### src/rtl/generic_mux_arbiter_pkg.sv
// Shared types and sizing helpers for the GenericMux round-robin arbiter.
//   arb_state_e : arbiter FSM states
//   DEF_*       : default parameter values used by the top module
//   idx_width() : width of a requester index, clog2(N)
//   cnt_width() : width of the hold/gap counters, clog2(max(HOLD_MAX, GAP_CYCLES, 2))
package generic_mux_arbiter_pkg;

   typedef enum logic [1:0] {
      IDLE,
      BUSY,
      GAP
   } arb_state_e;

   localparam int DEF_N          = 3;
   localparam int DEF_HOLD_MAX   = 4;
   localparam int DEF_GAP_CYCLES = 1;

   function automatic int idx_width(input int n);
      return (n < 2) ? 1 : $clog2(n);
   endfunction

   function automatic int cnt_width(input int hold_max, input int gap_cycles);
      int m;
      m = 2;
      if (hold_max > m) m = hold_max;
      if (gap_cycles > m) m = gap_cycles;
      return $clog2(m);
   endfunction

endpackage

### src/rtl/generic_mux_arbiter_pick.sv
// Combinational round-robin pick.
//   req    : request vector, bit i = requester i
//   ptr    : index of the previous winner; scanning starts at ptr+1
//   winner : first asserted req bit in the order ptr+1, ptr+2, ... (mod N)
//   found  : 1 when any req bit is asserted
module rr_priority_pick #(
   parameter int N     = 3,
   parameter int IDX_W = 2
) (
   input  logic [N-1:0]     req,
   input  logic [IDX_W-1:0] ptr,
   output logic [IDX_W-1:0] winner,
   output logic             found
);

   int               pos;
   logic [IDX_W-1:0] cand;

   always_comb begin
      found  = 1'b0;
      winner = '0;
      pos    = 0;
      cand   = '0;
      // k runs 1..N so the previous winner itself is examined last.
      for (int k = 1; k <= N; k++) begin
         pos  = (int'(ptr) + k) % N;
         cand = IDX_W'(pos);
         if (!found && req[cand]) begin
            found  = 1'b1;
            winner = cand;
         end
      end
   end

endmodule

### src/rtl/generic_mux_arbiter.sv
// Round-robin arbiter driving the one-hot io_select of GenericMux.
// A grant holds until the owner releases (or drops its request) or, while others
// wait, until HOLD_MAX cycles have elapsed. Select is forced to zero for
// GAP_CYCLES cycles between owners so the mux never switches owner-to-owner.
//   clock, reset   : single clock; synchronous active-high reset
//   io_req         : per-requester level request
//   io_release     : per-requester done pulse, honoured only for the current owner
//   io_select      : registered one-hot (or zero) mux select
//   io_grant_valid : io_select is non-zero
//   io_grant_idx   : index of the current owner, 0 when no grant
//   io_preempt     : one-cycle pulse when a grant was removed by the hold limit
module generic_mux_arbiter
   import generic_mux_arbiter_pkg::*;
#(
   parameter  int N          = DEF_N,
   parameter  int HOLD_MAX   = DEF_HOLD_MAX,
   parameter  int GAP_CYCLES = DEF_GAP_CYCLES,
   localparam int IDX_W      = idx_width(N)
) (
   input  logic             clock,
   input  logic             reset,
   input  logic [N-1:0]     io_req,
   input  logic [N-1:0]     io_release,
   output logic [N-1:0]     io_select,
   output logic             io_grant_valid,
   output logic [IDX_W-1:0] io_grant_idx,
   output logic             io_preempt
);

   localparam int               CNT_W     = cnt_width(HOLD_MAX, GAP_CYCLES);
   localparam logic [CNT_W-1:0] HOLD_LAST = (HOLD_MAX == 0) ? '0 : CNT_W'(HOLD_MAX - 1);
   localparam logic [CNT_W-1:0] GAP_LAST  = (GAP_CYCLES == 0) ? '0 : CNT_W'(GAP_CYCLES - 1);
   localparam logic [IDX_W-1:0] PTR_INIT  = IDX_W'(N - 1);
   localparam logic [N-1:0]     ONE       = {{(N-1){1'b0}}, 1'b1};

   arb_state_e       state_q, state_d;
   logic [N-1:0]     select_q, select_d;
   logic [IDX_W-1:0] idx_q, idx_d;
   logic             preempt_q, preempt_d;
   logic [CNT_W-1:0] hold_q, hold_d;
   logic [CNT_W-1:0] gap_q, gap_d;
   logic [IDX_W-1:0] rr_q, rr_d;

   logic [IDX_W-1:0] win_idx;
   logic             win_found;
   logic [N-1:0]     win_oh;
   logic [N-1:0]     owner_oh;
   logic             grant_end;
   logic             grant_pre;
   logic             do_arb;

   rr_priority_pick #(
      .N     (N),
      .IDX_W (IDX_W)
   ) u_pick (
      .req    (io_req),
      .ptr    (rr_q),
      .winner (win_idx),
      .found  (win_found)
   );

   assign win_oh   = ONE << win_idx;
   assign owner_oh = ONE << idx_q;

   // Only the owner's own release or request drop ends a grant; other bits are don't-care.
   assign grant_end = (|(io_release & owner_oh)) | ~(|(io_req & owner_oh));
   assign grant_pre = (HOLD_MAX != 0) && (hold_q == HOLD_LAST) && (|(io_req & ~owner_oh));

   // NOTE: every signal driven here gets a default first, so no path leaves one
   // unassigned and no latch is inferred.
   always_comb begin
      state_d   = state_q;
      select_d  = select_q;
      idx_d     = idx_q;
      preempt_d = 1'b0;
      hold_d    = hold_q;
      gap_d     = gap_q;
      rr_d      = rr_q;
      do_arb    = 1'b0;

      case (state_q)
         IDLE: do_arb = 1'b1;

         BUSY: begin
            if (grant_end || grant_pre) begin
               select_d  = '0;
               idx_d     = '0;
               // A release in the same cycle as the limit is a normal end, not a preemption.
               preempt_d = grant_pre & ~grant_end;
               if (GAP_CYCLES > 0) begin
                  state_d = GAP;
                  gap_d   = '0;
               end else begin
                  do_arb = 1'b1;
               end
            end else if (HOLD_MAX != 0 && hold_q != HOLD_LAST) begin
               hold_d = hold_q + 1'b1;
            end
         end

         GAP: begin
            if (gap_q == GAP_LAST) do_arb = 1'b1;
            else                   gap_d  = gap_q + 1'b1;
         end

         default: state_d = IDLE;
      endcase

      // Arbitration overrides select/idx; a preempt pulse computed above is kept.
      if (do_arb) begin
         state_d = IDLE;
         if (win_found) begin
            state_d  = BUSY;
            select_d = win_oh;
            idx_d    = win_idx;
            hold_d   = '0;
            rr_d     = win_idx;
         end
      end
   end

   // NOTE: sequential state uses non-blocking assignments so every register
   // samples the pre-edge values regardless of statement order.
   always_ff @(posedge clock) begin
      if (reset) begin
         state_q   <= IDLE;
         select_q  <= '0;
         idx_q     <= '0;
         preempt_q <= 1'b0;
         hold_q    <= '0;
         gap_q     <= '0;
         rr_q      <= PTR_INIT;
      end else begin
         state_q   <= state_d;
         select_q  <= select_d;
         idx_q     <= idx_d;
         preempt_q <= preempt_d;
         hold_q    <= hold_d;
         gap_q     <= gap_d;
         rr_q      <= rr_d;
      end
   end

   assign io_select      = select_q;
   assign io_grant_valid = |select_q;
   assign io_grant_idx   = idx_q;
   assign io_preempt     = preempt_q;

endmodule
### config.mk
export PLATFORM = sky130hd
export DESIGN_NAME = generic_mux_arbiter
export DESIGN_NICKNAME = d
export VERILOG_FILES = /design/src/rtl/generic_mux_arbiter_pkg.sv /design/src/rtl/generic_mux_arbiter_pick.sv /design/src/rtl/generic_mux_arbiter.sv
export SDC_FILE = /design/constraint.sdc
export NUM_CORES = 1
export LEC_CHECK = 0
export ABC_CLOCK_PERIOD_IN_PS = 3230
export CAP_MARGIN = 0
export CELL_PAD_IN_SITES_DETAIL_PLACEMENT = 1
export CELL_PAD_IN_SITES_GLOBAL_PLACEMENT = 1
export CORE_ASPECT_RATIO = 0.8
export CORE_UTILIZATION = 44
export CTS_BUF_LIST = sky130_fd_sc_hd__clkbuf_8
export CTS_CLUSTER_DIAMETER = 100
export DETAILED_ROUTE_END_ITERATION = 8
export HOLD_SLACK_MARGIN = 0.15
export PLACE_DENSITY = 0.95
export SYNTH_ARGS = -nofsm -noshare
export SYNTH_HDL_FRONTEND = slang
export SYNTH_SLANG_ARGS = --single-unit
### constraint.sdc
create_clock -name clock -period 3.23 [get_ports clock]
set_input_delay 0.323 -clock clock [delete_from_list [all_inputs] [get_ports clock]]
set_output_delay 0.323 -clock clock [all_outputs]
set_load 0.02 [all_outputs]
Word-level counts from Yosys, hierarchy flattened:

Cells that the tools add are included.

* $add $sub $neg: 5
* divide/modulo/power cells: 3
* $lt $le $gt $ge: 3
* equality and inequality tests: 8
* shift-type cells: 2
* multiplexer cells: 34
* bitwise gates (word level): 10
* reduce and logical (&&, ||, !) cells: 18

Operators by type and width (number)
* 32-bit by 3-bit remainder unit with 32-bit output (second input constant): 3
* 2-bit 2-to-1 mux: 16
* 3-bit OR reduction: 5
* 3-bit 2-to-1 mux: 4
* 3-bit AND: 3
* 2-bit by 3-bit < comparator with 1-bit output (second input constant): 3
* 1-bit 2-to-1 mux: 8
* 2-bit one-hot mux with 2 select lines: 2
* 2-bit by 2-bit adder with 3-bit output (second input constant): 2
* 1-bit binary-select mux with 2-bit select: 3
* 2-bit != test (second input constant): 3
* 1-bit by 2-bit << shifter with 3-bit output (first input constant): 2
* 2-bit by 1-bit adder with 2-bit output (second input constant): 2
* 2-bit == test (second input constant): 2
* 2-bit logical NOT: 2
* 1-bit inverter: 4
* 2-bit AND reduction: 2
* 2-bit by 1-bit adder with 3-bit output (second input constant): 1
* 1-bit logical AND: 3
* 3-bit != test (second input constant): 1
* 3-bit inverter: 1
* 3-bit AND reduction: 1
* 2-bit by 1-bit == test with 1-bit output (second input constant): 1
* 1-bit logical NOT: 2
* other kinds (7): 7

* register bits: 14
* input bits: 8
* logic and storage cells: 90

Depth between registers and ports, before layout:

* word-level depth: 14
* mapped depth: 7
* gate-level depth less buffers: 7

Hierarchy:

Synthesis repeated with hierarchy kept, for this count alone.

* cells, all modules: 91
* area total of the unflattened synthesis: 787.0 um^2

Modules (own cells, without submodules)
* generic_mux_arbiter: times used 1, cells an instance 71, area an instance 655.6 um^2, sequential area each 280.3 um^2
* rr_priority_pick: times used 1, cells an instance 20, area an instance 131.4 um^2, sequential area each 0.0 um^2

Worst setup path after synthesis:

Ideal clock, no wire load.

* path type: register to register
* from: reg rr_q[0]
* to: reg select_q[0] (netlist: io_select[0])
* library setup time: 60 ps
* arrival time: 1825 ps
* setup slack: 1345 ps
* cell stages (with the launch flop): 8
* clock period less this slack: 1885 ps
* path through: dfxtp_1 inv_1 ha_1 inv_1 o311ai_2 o22ai_2 a311oi_4 a32o_2

* longest elaborated chain between the ends: 14

RTL lines
* start: declaration: RTL line generic_mux_arbiter.sv:42 `logic [IDX_W-1:0] rr_q, rr_d;`
* start signal: assignment: RTL line generic_mux_arbiter.sv:140 `rr_q <= rr_d;`
* 2-bit by 1-bit adder with 3-bit output: RTL line generic_mux_arbiter_pick.sv:26 `pos = (int'(ptr) + k) % N;`
* 32-bit by 3-bit remainder unit with 32-bit output: RTL line generic_mux_arbiter_pick.sv:26
* 1-bit binary-select mux with 2-bit select: RTL line generic_mux_arbiter_pick.sv:28 `if (!found && req[cand]) begin`
* 1-bit 2-to-1 mux (implied by the code): RTL line generic_mux_arbiter_pick.sv:28
* 1-bit 2-to-1 mux: RTL line generic_mux_arbiter_pick.sv:28
* 1-bit logical NOT: RTL line generic_mux_arbiter_pick.sv:28
* 1-bit logical AND: RTL line generic_mux_arbiter_pick.sv:28
* 1-bit 2-to-1 mux: RTL line generic_mux_arbiter_pick.sv:28
* 1-bit logical NOT: RTL line generic_mux_arbiter_pick.sv:28
* 1-bit logical AND: RTL line generic_mux_arbiter_pick.sv:28
* 2-bit 2-to-1 mux: RTL line generic_mux_arbiter_pick.sv:28
* 1-bit by 2-bit << shifter with 3-bit output: RTL line generic_mux_arbiter.sv:62 `assign win_oh = ONE << win_idx;`
* 3-bit 2-to-1 mux (*): RTL line generic_mux_arbiter.sv:112 `if (win_found) begin`
* 3-bit 2-to-1 mux (*): RTL line generic_mux_arbiter.sv:110 `if (do_arb) begin`
* end signal: assignment: RTL line generic_mux_arbiter.sv:135 `select_q <= select_d;`
* end: declaration: RTL line generic_mux_arbiter.sv:37 `logic [N-1:0] select_q, select_d;`

Mark *: on every way between the ends. The rest lies on a longest branch, timed or not. The select of a mux whose other input is x is not followed.
A chain may end at the register's enable or synchronous reset.

Worst setup path in the final report:

* from: reg rr_q[0]
* to: reg rr_q[0]

* longest elaborated chain between the ends: 12

RTL lines (RTL line)
* 2-bit by 1-bit adder with 3-bit output: generic_mux_arbiter_pick.sv:26
* 32-bit by 3-bit remainder unit with 32-bit output: generic_mux_arbiter_pick.sv:26
* 1-bit binary-select mux with 2-bit select: generic_mux_arbiter_pick.sv:28
* 1-bit 2-to-1 mux (implied by the code): generic_mux_arbiter_pick.sv:28
* 1-bit 2-to-1 mux: generic_mux_arbiter_pick.sv:28
* 1-bit logical NOT: generic_mux_arbiter_pick.sv:28
* 1-bit logical AND: generic_mux_arbiter_pick.sv:28
* 1-bit 2-to-1 mux: generic_mux_arbiter_pick.sv:28
* 1-bit logical NOT: generic_mux_arbiter_pick.sv:28
* 1-bit logical AND: generic_mux_arbiter_pick.sv:28
* 1-bit 2-to-1 mux: generic_mux_arbiter_pick.sv:28
* 2-bit AND reduction (no line)

Several ways; a longest one is shown, not always the timed one. The select of a mux whose other input is x is not followed.

==> results.toml <==
[floorplanning]
die_h_um = 42.6
core_region_area_um2 = 1910
die_w_um = 52.8
dieArea_um2 = 2250
num_rows = 14
num_io_pins = 15
start_util = 0.475

[logic_synthesis]
synth-simple-area-share = 0.232
synth_common_cells = "dfxtp_1, nor2_1, inv_1, nand2_1, nor3_1"
syn_nets = 116
synth.distinct_cells = 38
syn-cell-area_um2 = 907
seq_area_frac_synth = 0.309
synth_compound_area_frac = 0.276
synth_top_family_by_area = "compound AO/OA/AOI/OAI gates"
muxShareOfSynthArea = 0.0455
ys_async_sr_fraction = 0
yosysWarningCount = 0
synth_edf_count = 0
synth_top_area_frac = 0.309
ys_ff_latch = 14
yosysMostFrequentCell = "dfxtp_1"
synth-main-ff-cell = "dfxtp_1"
yosys.area.top_type = "dfxtp_1"
synth-xor-area-share = 0.00966
synth_area_leaders = "dfxtp_1, ha_1, nor2_1"
synth.avg_cell_area_um2 = 8.81
synthAdderAreaFrac = 0.0690
netlist_instances = 103

[setup_path]
path_cells = "inv_1 -> ha_1 -> inv_1 -> nor3_1 -> o21bai_1 -> a21boi_0 -> or2_2"
cpLargestDelayFamily = "compound AO/OA/AOI/OAI gates"
path_buf_inv = 2
cp.arrival_ns = 2.42
cpMostUsedCell = "inv_1"
slowest_stage = "a21boi_0"
slowest_delay_ns = 0.45
crit_required_ns = 3.43
startpoint_type = "flip-flop"
critical_path_class = "reg -> reg"
cp-end-kind = "flip-flop"
critPathMaxFanout = 5

[placement]
io_buffers = 14
place_inst = 138
dp_hpwl_um = 1870
place.gp.congestion = 0.890

[pwr]
seq_power_share = 0.281
ir_worst_vdd_v = 0.000658
power_leakage_nw = 0.455
p_switching_uw = 388
swShare = 0.416
p_per_area_nw_per_um2 = 839
clockPowerShare = 0.190
p_comb_frac = 0.529
p_int_uw = 545

[drt]
drt_first_pass_iters = 3
wl_per_cell_um = 16.7
wl_um = 2380
vias_per_cell = 5.68
drc_errors = 0
drt_first_iter_violations = 12
ant_nets = 0
vias = 806

[cts]
cts_tree = "done"
cts_resized = 0
ctsLongestPathBuffers = 2
cts_hold_buf = 0
post-cts-setup-buffers = 0
clock-root-buffer = "clkbuf_8"
path_clk_slew_ns = 0.06
clk_latency_ns = 0.26
cts_num_sinks = 14
htree_levels = 1
cts_buffers = 3

[grt]
grtUsageTotal = 0.245
grt_pass1_vias = 849
grt_pass1_wl_um = 3880
antenna_found_initial = 0
gr-total-overflow = 0
grt_max_degree = 12

[status]
outcome = "finished clean"

[cells_and_area]
nets = 132
area_growth_pct = 22.6
layout-drive-gt1-share = 0.102
utilization = 0.583
num_antenna_cells = 0
stdcell_count = 142

[run]
drv_cap = 0

[hold_path]
hold_class = "reg -> reg"

[sta]
fin_crit_sh = 0.685
finClkSkew_ns = 0.00576
hold_viol = 0
tns_ns = 0
fmax_ghz = 0.452
period_needed_ns = 2.21
finalSetupViolCount = 0
tightestPinTransition_ns = 0.585
max_slew_margin = 0.607
rsz0062_at_grt = "no"
drv_slew = 0
==> routing by layer <==
layer / part of all wire / track usage / up-vias
met5: 0 / 0 / -
met4: 0.014 / 0.105 / 0
met3: 0.032 / 0.0833 / 6
met2: 0.46 / 0.382 / 18
met1: 0.49 / 0.302 / 383
li1: - / - / 399
==> final timing paths <==
| check | from | to | slack [ns] | cells past startpoint |
|---|---|---|---|---|
| worst min-delay path | io_select[2] | io_select[2] | 0.49 | 1 |
| worst max-delay path | rr_q[0] | rr_q[0] | 1.02 | 7 |
| worst min register to register | io_select[2] | io_select[2] | 0.49 | 1 |
| worst max register to register | rr_q[0] | rr_q[0] | 1.02 | 7 |
==> flip-flops by register name (all words and copies together), names as in the netlist <==
signal and count:
rr_q 2, hold_q 2, io_preempt 1, io_grant_idx 2
io_select 3, gap_q 2, state_q 2
==> worst reg2reg max path: cells and delay by family, from the launching register on <==
kind | cells | cell delay [ns]
AND/OR/NAND/NOR | 2 | 0.56
AO/OA/AOI/OAI | 2 | 0.60
adder cells (fa/ha/maj) | 1 | 0.42
flip-flops | 1 | 0.36
buffers and inverters | 2 | 0.22
==> stage by stage <==
stage / setup WS [ns] / hold slack, ns / cell area [um2] / power (mW)
finish: 1.02 / 0.493 / 1110 / 0.933
global route: 0.912 / 0.511 / 1110 / 0.989
CTS: 1.03 / 0.496 / 1110 / 0.937
detailed placement: 0.767 / 0.480 / 1060 / 0.753
global placement: 0.919 / 0.468 / 1060 / 0.739
floorplan: 1.34 / 0.491 / 907 / 0.610
==> area by class of cell <==
cell class,count,area [um2]
Sequential cell,14,280
Clock buffer,4,55.1
Multi-Input combinational cell,77,573
Timing Repair Buffer,14,140
Tap cell,24,30.0
Inverter,9,33.8
Fill cell,228,797
==> cells in the final DEF, fill, tap and decap left out <==
cell type        netlist  layout
xnor2_1                1       1
a211oi_4               1       1
clkbuf_8               0       4
o311ai_2               1       1
a31oi_1                1       1
o21ba_2                1       1
nor4bb_1               1       1
mux2_2                 1       1
o2111a_1               1       1
nand2_1                6       6
a32o_2                 1       1
nor4b_1                4       4
nor2_1                11      11
o22ai_2                1       1
o21bai_1               2       2
o21a_1                 1       1
dfxtp_1               14      14
a21oi_1                4       4
or2_2                  1       1
nor4_1                 2       2
mux2i_1                3       3
nor3_1                 6       6
ha_1                   5       5
nand3b_1               1       1
clkdlybuf4s50_1        0      14
inv_1                  9       9
a22o_1                 1       1
a311oi_4               1       1
o21ai_0                3       3
a211o_1                1       1
nor2b_1                3       3
a21boi_0               2       2
nor3b_1                1       1
a21o_1                 5       5
nand2b_1               2       2
a311oi_1               1       1
or3_1                  1       1
==> power groups by stage <==
stage	sequential [mW]	clock, mW	combinational [mW]
floorplan	0.278	0	0.332
global placement	0.264	0	0.476
detailed placement	0.266	0	0.488
CTS	0.262	0.182	0.493
global route	0.268	0.190	0.531
finish	0.262	0.177	0.494
==> cell families (layout without fill, tap and decap cells) <==
logic type,after synthesis,after routing
multiplexers,4,4
XOR/XNOR,1,1
flip-flops,14,14
AND/OR/NAND/NOR,39,39
AO/OA/AOI/OAI,28,28
buffers and inverters,12,27
adder cells (fa/ha/maj),5,5
No activity file was read; power rests on OpenSTA's default activity.
